**src/rtl/carry_bypass_adder_pkg.sv**
```systemverilog
// rtl/carry_bypass_adder_pkg.sv - shared flag helpers for the carry-bypass adder
package carry_bypass_adder_pkg;

  typedef struct packed {
    logic cf;
    logic of_flag;
  } add_flags_t;

  // Signed overflow: the carry into the MSB disagrees with the carry out of it.
  function automatic logic sign_overflow(input logic c_into_msb, input logic c_out_msb);
    return c_into_msb ^ c_out_msb;
  endfunction

endpackage

```
**src/rtl/carry_bypass_adder_cba_block.sv**
```systemverilog
// rtl/carry_bypass_adder_cba_block.sv - one ripple block with a block-propagate bypass mux
module cba_block #(
  parameter int BLOCK_SIZE = 1
) (
  input  logic [BLOCK_SIZE-1:0] a,
  input  logic [BLOCK_SIZE-1:0] b,
  input  logic                  cin,
  output logic [BLOCK_SIZE-1:0] s,
  output logic                  cout
);

  logic [BLOCK_SIZE-1:0] p;
  logic [BLOCK_SIZE-1:0] g;
  logic [BLOCK_SIZE:0]   c;
  logic                  blk_prop;

  always_comb begin
    p    = a ^ b;
    g    = a & b;
    c    = '0;
    s    = '0;
    c[0] = cin;
    for (int i = 0; i < BLOCK_SIZE; i++) begin
      c[i+1] = g[i] | (p[i] & c[i]);
      s[i]   = p[i] ^ c[i];
    end
    blk_prop = &p;
    // When every bit propagates, the block carry-in skips the ripple path.
    cout     = blk_prop ? cin : c[BLOCK_SIZE];
  end

endmodule

```
**src/rtl/carry_bypass_adder.sv**
```systemverilog
// rtl/carry_bypass_adder.sv - carry-bypass adder with registered sum, carry and overflow flags
module carry_bypass_adder
  import carry_bypass_adder_pkg::*;
#(
  parameter int DATA_WIDTH = 4,
  parameter int BLOCK_SIZE = 1
) (
  input  logic                  clk,
  input  logic                  rst,
  input  logic [DATA_WIDTH-1:0] A,
  input  logic [DATA_WIDTH-1:0] B,
  input  logic                  Cin,
  output logic [DATA_WIDTH-1:0] S,
  output logic                  CF,
  output logic                  OF
);

  localparam int NB = DATA_WIDTH / BLOCK_SIZE;

  if (DATA_WIDTH < 1 || BLOCK_SIZE < 1 || BLOCK_SIZE > DATA_WIDTH ||
      (DATA_WIDTH % BLOCK_SIZE) != 0) begin : g_bad_params
    $error("carry_bypass_adder: illegal DATA_WIDTH/BLOCK_SIZE combination");
  end

  logic [DATA_WIDTH-1:0] sum_c;
  logic                  carry_out_c;

  for (genvar k = 0; k < NB; k++) begin : g_blk
    logic cin_k;
    logic cout_k;

    if (k == 0) begin : g_first
      assign cin_k = Cin;
    end else begin : g_next
      assign cin_k = g_blk[k-1].cout_k;
    end

    cba_block #(.BLOCK_SIZE(BLOCK_SIZE)) u_blk (
      .a    (A[k*BLOCK_SIZE +: BLOCK_SIZE]),
      .b    (B[k*BLOCK_SIZE +: BLOCK_SIZE]),
      .cin  (cin_k),
      .s    (sum_c[k*BLOCK_SIZE +: BLOCK_SIZE]),
      .cout (cout_k)
    );
  end

  assign carry_out_c = g_blk[NB-1].cout_k;

  logic [DATA_WIDTH-1:0] s_d, s_q;
  add_flags_t            flags_d, flags_q;
  logic                  c_into_msb;

  always_comb begin
    // The carry into the MSB is recovered from its sum bit: s = a ^ b ^ c.
    c_into_msb      = A[DATA_WIDTH-1] ^ B[DATA_WIDTH-1] ^ sum_c[DATA_WIDTH-1];
    s_d             = sum_c;
    flags_d.cf      = carry_out_c;
    flags_d.of_flag = sign_overflow(c_into_msb, carry_out_c);
  end

  always_ff @(posedge clk or posedge rst) begin
    if (rst) begin
      s_q     <= '0;
      flags_q <= '0;
    end else begin
      s_q     <= s_d;
      flags_q <= flags_d;
    end
  end

  assign S  = s_q;
  assign CF = flags_q.cf;
  assign OF = flags_q.of_flag;

endmodule

```
**config.mk**
```make
export PLATFORM = sky130hd
export DESIGN_NAME = carry_bypass_adder
export DESIGN_NICKNAME = d
export VERILOG_FILES = /design/src/rtl/carry_bypass_adder_pkg.sv /design/src/rtl/carry_bypass_adder_cba_block.sv /design/src/rtl/carry_bypass_adder.sv
export SDC_FILE = /design/constraint.sdc
export NUM_CORES = 1
export LEC_CHECK = 0
export ABC_AREA = 1
export ABC_CLOCK_PERIOD_IN_PS = 1100
export BUFFER_PORTS_ARGS = -buffer_cell sky130_fd_sc_hd__buf_2
export CAP_MARGIN = 10
export CORE_AREA = 4 4 41 43
export DETAILED_ROUTE_END_ITERATION = 8
export DIE_AREA = 0 0 45 47
export PLACE_DENSITY = 0.57
export SLEW_MARGIN = 15
export SYNTH_ARGS = -nofsm -noshare
export SYNTH_HDL_FRONTEND = slang
export SYNTH_SLANG_ARGS = --single-unit
```
**constraint.sdc**
```tcl
create_clock -name clk -period 1.1 [get_ports clk]
set_input_delay 0.165 -clock clk [delete_from_list [all_inputs] [get_ports clk]]
set_output_delay 0.165 -clock clk [all_outputs]
set_load 0.02 [all_outputs]
```
==> impl_metrics.ini, run 1 <==
[outcome]
status = finished with violations
violations = negative setup slack

[placed_design]
portBuffers = 16
dpl_cell_area_um2 = 468
place_congestion = 0.600
hpwlAfterDp_um = 575

[setup_path]
cp_data_arrival_time_ns = 1.97
worstSetupPathType = input pin to flop
cp.required_ns = 1.22
critPathMaxFanout = 2
start_kind = input pin
cp-end-kind = flop

[routing]
vias = 252
first_pass_iters = 1
drt_iter0_drc = 0
final_antenna_net_count = 0
vias_per_cell = 3.65
wl_um = 641
wl_per_cell_um = 9.29
drcViolationCount = 0

[pwr]
power.density_nw_per_um2 = 1340
p_total_uw = 730
leakage_uw = 0.000298
vdd.ir_drop.worst_mv = 0.408

[die]
start_util_pct = 24.1
die_y_um = 47
core_region_area_um2 = 1300
die_x_um = 45
die_area_um2 = 2120
ios = 17
rows = 13

[sta]
slew_violations = 0
max-slew-margin-rel_pct = 86.4
max_freq_mhz = 543
period_share_pct = 167
tightestPinTransition_ns = 0.204
rsz0062_at_grt = true
hold_viol = 0
fin_crit_ns = 1.84
layout_setup_ws_ns = -0.741
setup_viol = 4

[clock_tree]
h-tree-depth = 1
cts_buffer_depth = 2
clock_sinks = 6
clk_pin_slew_ns = 0.04
clockRootBuffer = clkbuf_4
tritoncts = yes
cts_buffers = 3

[yosys]
syn_inst = 29
synth_edf_count = 0
ys_ff_latch = 6
yosys_most_used_dff = dfrtp_1
ys_seq_area_share_pct = 47.8
async_flop_share_pct = 100
netlist_area_um2 = 314
synth_common_cells = inv_1 (11), dfrtp_1 (6), fa_1 (4), nand2_1 (4)
synth_cell_types = 8
yosysTopAreaCell = dfrtp_1
synth_most_common_cell = inv_1
synth_top_area_share_pct = 47.8
syn_area_per_cell_um2 = 10.8
synth_nets = 45
netlist_top_cells_area = dfrtp_1 (48%), fa_1 (25%), inv_1 (13%), nand2_1 (4.8%), ha_1 (4.0%)
synth_warnings = 0

[grt]
grt_max_degree = 7
antenna_found_initial = 0
overflow = 0
grt_pass1_vias = 276
grt_usage_pct = 7.14
grt_pass1_wl_um = 972

[cells_and_area]
filler_cell_count = 145
syn_to_final_growth_pct = 73.3
num_antenna_cells = 0
finalInstanceArea_um2 = 544
drive_gt1_share_pct = 66.7
nNetsFinal = 72
fin_util_pct = 41.8

[worst_hold_path]
hp-class = input pin to flop

[run]
drv_cap = 0
cells in the final DEF (no fill, tap or decap):
cell | Yosys | layout
clkbuf_4 | 0 | 3
dfrtp_1 | 6 | 6
ha_1 | 1 | 1
nand2_1 | 4 | 4
fa_2 | 0 | 4
nand2_2 | 1 | 1
dlygate4sd3_1 | 0 | 1
inv_12 | 0 | 1
buf_6 | 0 | 5
inv_1 | 11 | 5
inv_2 | 1 | 5
buf_8 | 0 | 1
buf_4 | 0 | 2
inv_6 | 0 | 1
buf_2 | 0 | 13
nand3_1 | 1 | 1
per-stage QoR:
stage	TNS, ns	worst slack, ns	cells	hold WS (ns)
CTS	-1.99	-0.729	69	0.254
finish	-1.96	-0.741	69	0.257
detailed placement	-3.54	-1.05	64	0.0780
global placement	-3.37	-1.02	64	0.0784
floorplan	-2.08	-0.795	29	-0.0440
global route	-2.15	-0.810	69	0.259
worst paths after layout:
path	start	slack, ns	endpoint	cells after the start
min	B[1]	0.26	S[1]$_DFF_PP0_	2
min in group asynchronous	rst	0.37	OF$_DFF_PP0_	3
max	A[0]	-0.74	OF$_DFF_PP0_	12
max in group asynchronous	rst	0.55	S[1]$_DFF_PP0_	3
state kept, by name, indices dropped and copies added (netlist names):
name / flops
OF: 1
S: 4
CF: 1
layout make-up:
cell class              instances  area [µm²]  area share (%)
well taps                      15        18.8            3.45
inverters                      12        62.6            11.5
repair buffers                 22         161            29.7
multi-input cells              11         129            23.7
clock buffers                   3        22.5            4.14
flip-flops and latches          6         150            27.6
critical path: stages:
cell and delay (ns):
buf_8 0.11, inv_12 0.04, fa_2 0.19, inv_2 0.04, fa_2 0.33, fa_2 0.34
inv_2 0.06, fa_2 0.44, inv_2 0.08, nand2_2 0.06, nand3_1 0.06, nand2_1 0.05
routing by layer:
metal	GRT usage (%)	vias up	routed length, µm
li1	-	127	-
met1	5.94	113	205
met2	12.7	12	375
met3	0.383	0	60
met4	10.5	0	0
met5	0	-	0
power by group:
group,switching (µW),internal [µW],total (µW)
combinational,144,129,273
sequential,7.54,260,267
clock,66.5,123,189
total,218,512,730
repair_timing:
item | 4_1_cts | 5_1_grt
pin swaps | 1 | 0
endpoints found under the hold margin | 6 | 0
setup endpoints to repair | 5 | 4
hold buffers | 1 | 0
gates resized for setup | 7 | 5
buffers inserted | 2 | 1
kinds of logic (layout without fill, tap and decap cells):
group                      Yosys count  count (layout)  synth area share (%)
and+or+nand+nor                      6               6                  8.36
DFF                                  6               6                  47.8
buffers and inverters               12              37                  14.3
adders and majority gates            5               5                  29.5
Note: power is estimated with default switching activity, not from simulation.
==> run 2: changes to the inputs <==
--- a/config.mk
+++ b/config.mk
@@ -12,6 +12,7 @@
 export CORE_AREA = 4 4 41 43
 export DETAILED_ROUTE_END_ITERATION = 8
 export DIE_AREA = 0 0 45 47
+export GPL_TIMING_DRIVEN = 0
 export PLACE_DENSITY = 0.57
 export SLEW_MARGIN = 15
 export SYNTH_ARGS = -nofsm -noshare
==> impl_metrics.ini, run 2 (synthesis results as in run 1) <==
[routing]
wl_per_cell_um = 8.22
final_antenna_net_count = 0
first_pass_iters = 1
drcViolationCount = 0
vias = 227
wl_um = 534
vias_per_cell = 3.49
drt_iter0_drc = 0

[pwr]
p_seq_share_pct = 38.4
p_int_uw = 482
p_comb_share_pct = 33.6
power_frac_clock_pct = 28.0
p_switching_uw = 212
leakage_uw = 0.000275
switching_share_pct = 30.6
power.density_nw_per_um2 = 1390
vdd.ir_drop.worst_mv = 0.510

[sta]
max-slew-margin-rel_pct = 85.7
period_share_pct = 165
setup_viol = 4
setup_tns_ns = -1.70
rsz0062_at_grt = true
hold_viol = 0
max_freq_mhz = 549
slew_violations = 0
fin_crit_ns = 1.82
tightestPinTransition_ns = 0.214
layout_setup_ws_ns = -0.720

[die]
ios = 17
die_area_um2 = 2120
rows = 13
die_y_um = 47
core_region_area_um2 = 1300
die_x_um = 45
start_util_pct = 24.1

[setup_path]
path_buf_inv = 5
critical_path_depth = 12
worstSetupPathType = input pin to flop
start_kind = input pin
crit_chain = buf_8 -> inv_12 -> fa_2 -> inv_2 -> fa_2 -> fa_2 -> inv_2 -> fa_2 -> inv_2 -> nand2_2 -> nand3_1 -> nand2_1
crit_path_frequent_cell = fa_2
endpoint = OF$_DFF_PP0_
slowest_delay_ns = 0.43
critPathMaxFanout = 2
cp_data_arrival_time_ns = 1.95
cp_slowest_cell = fa_2
cpLargestDelayFamily = adder cells
cp-end-kind = flop
startpoint = A[0]
cp.required_ns = 1.23

[placed_design]
hpwlAfterDp_um = 470
post-place-ws_ns = -1.04
portBuffers = 16
place_congestion = 0.530

[clock_tree]
tritoncts = yes
cts_buffers = 3
clockRootBuffer = clkbuf_4
clk_pin_slew_ns = 0.04
h-tree-depth = 1
clock_sinks = 6
cts_buffer_depth = 2

[run]
drv_cap = 0

[cells_and_area]
num_antenna_cells = 0
nNetsFinal = 68
multi_input_area_um2 = 129
drive_gt1_share_pct = 62.0
layout_common_cells = buf_2 (14), dfrtp_1 (6), inv_1 (6)
final_common_cell = buf_2
syn_to_final_growth_pct = 59.4
ff_latch_area_um2 = 150
largest_register_ffs = 4
filler_cell_count = 134

[grt]
grt_usage_pct = 6.16
overflow = 0
grt_max_degree = 7
antenna_found_initial = 0
grt_pass1_wl_um = 848
grt_pass1_vias = 219

[outcome]
status = finished with violations
violations = negative setup slack

[worst_hold_path]
hp-class = input pin to flop
[run 2: changes by cell type in the layout (fill, tap and decap cells not counted)]
cell,delta
inv_2,-1
buf_4,-2
buf_6,-3
buf_2,+1
inv_1,+1
[run 2: area by class of cell]
cell class,instances,area share (%)
repair buffers,18,23.5
well taps,15,3.75
inverters,12,12.5
clock buffers,3,4.50
multi-input cells,11,25.8
flip-flops and latches,6,30.0
[run 2: what timing repair did]
| item | 4_1_cts | 5_1_grt |
|---|---|---|
| setup endpoints to repair | 4 | 4 |
| hold endpoints to repair | 6 | 0 |
| gates resized for setup | 6 | 2 |
| setup buffers | 3 | 0 |
| pin swaps | 2 | 1 |
| hold buffers | 1 | 0 |
[run 2: worst min-delay path by stage]
stage	from	endpoint	slack, ns	depth (start not counted)
2_1_floorplan	rst	CF$_DFF_PP0_	-0.04	1
3_3_place_gp	rst	S[0]$_DFF_PP0_	0.08	2
3_5_place_dp	rst	OF$_DFF_PP0_	0.08	2
4_1_cts	B[1]	S[1]$_DFF_PP0_	0.24	2
5_1_grt	B[1]	S[1]$_DFF_PP0_	0.25	2
6_report	B[1]	S[1]$_DFF_PP0_	0.24	2
[run 2: per-stage QoR]
step                util [%]  cell area (µm²)  hold WS [ns]  total power (µW)  instances
detailed placement      33.7              438        0.0814               484         60
CTS                     38.8              505         0.236               722         66
floorplan                  -              339       -0.0440               402         29
finish                  38.5              500         0.241               695         65
global route            38.5              500         0.251               752         65
global placement        33.7              438        0.0801               477         60
[run 2: power by group through the flow]
stage	Sequential, µW	Combinational [µW]	Clock, µW
floorplan	325	76.8	0
global placement	271	206	0
detailed placement	271	213	0
CTS	268	247	207
global route	272	263	218
finish	267	233	194
[run 2: layer usage]
layer / global-route usage, % / up-vias / share of wire [%]
met4: 10.5 / 0 / 0
met1: 7.57 / 96 / 36
met5: 0 / - / 0
met2: 7.06 / 12 / 50
li1: - / 119 / -
met3: 0.766 / 0 / 14
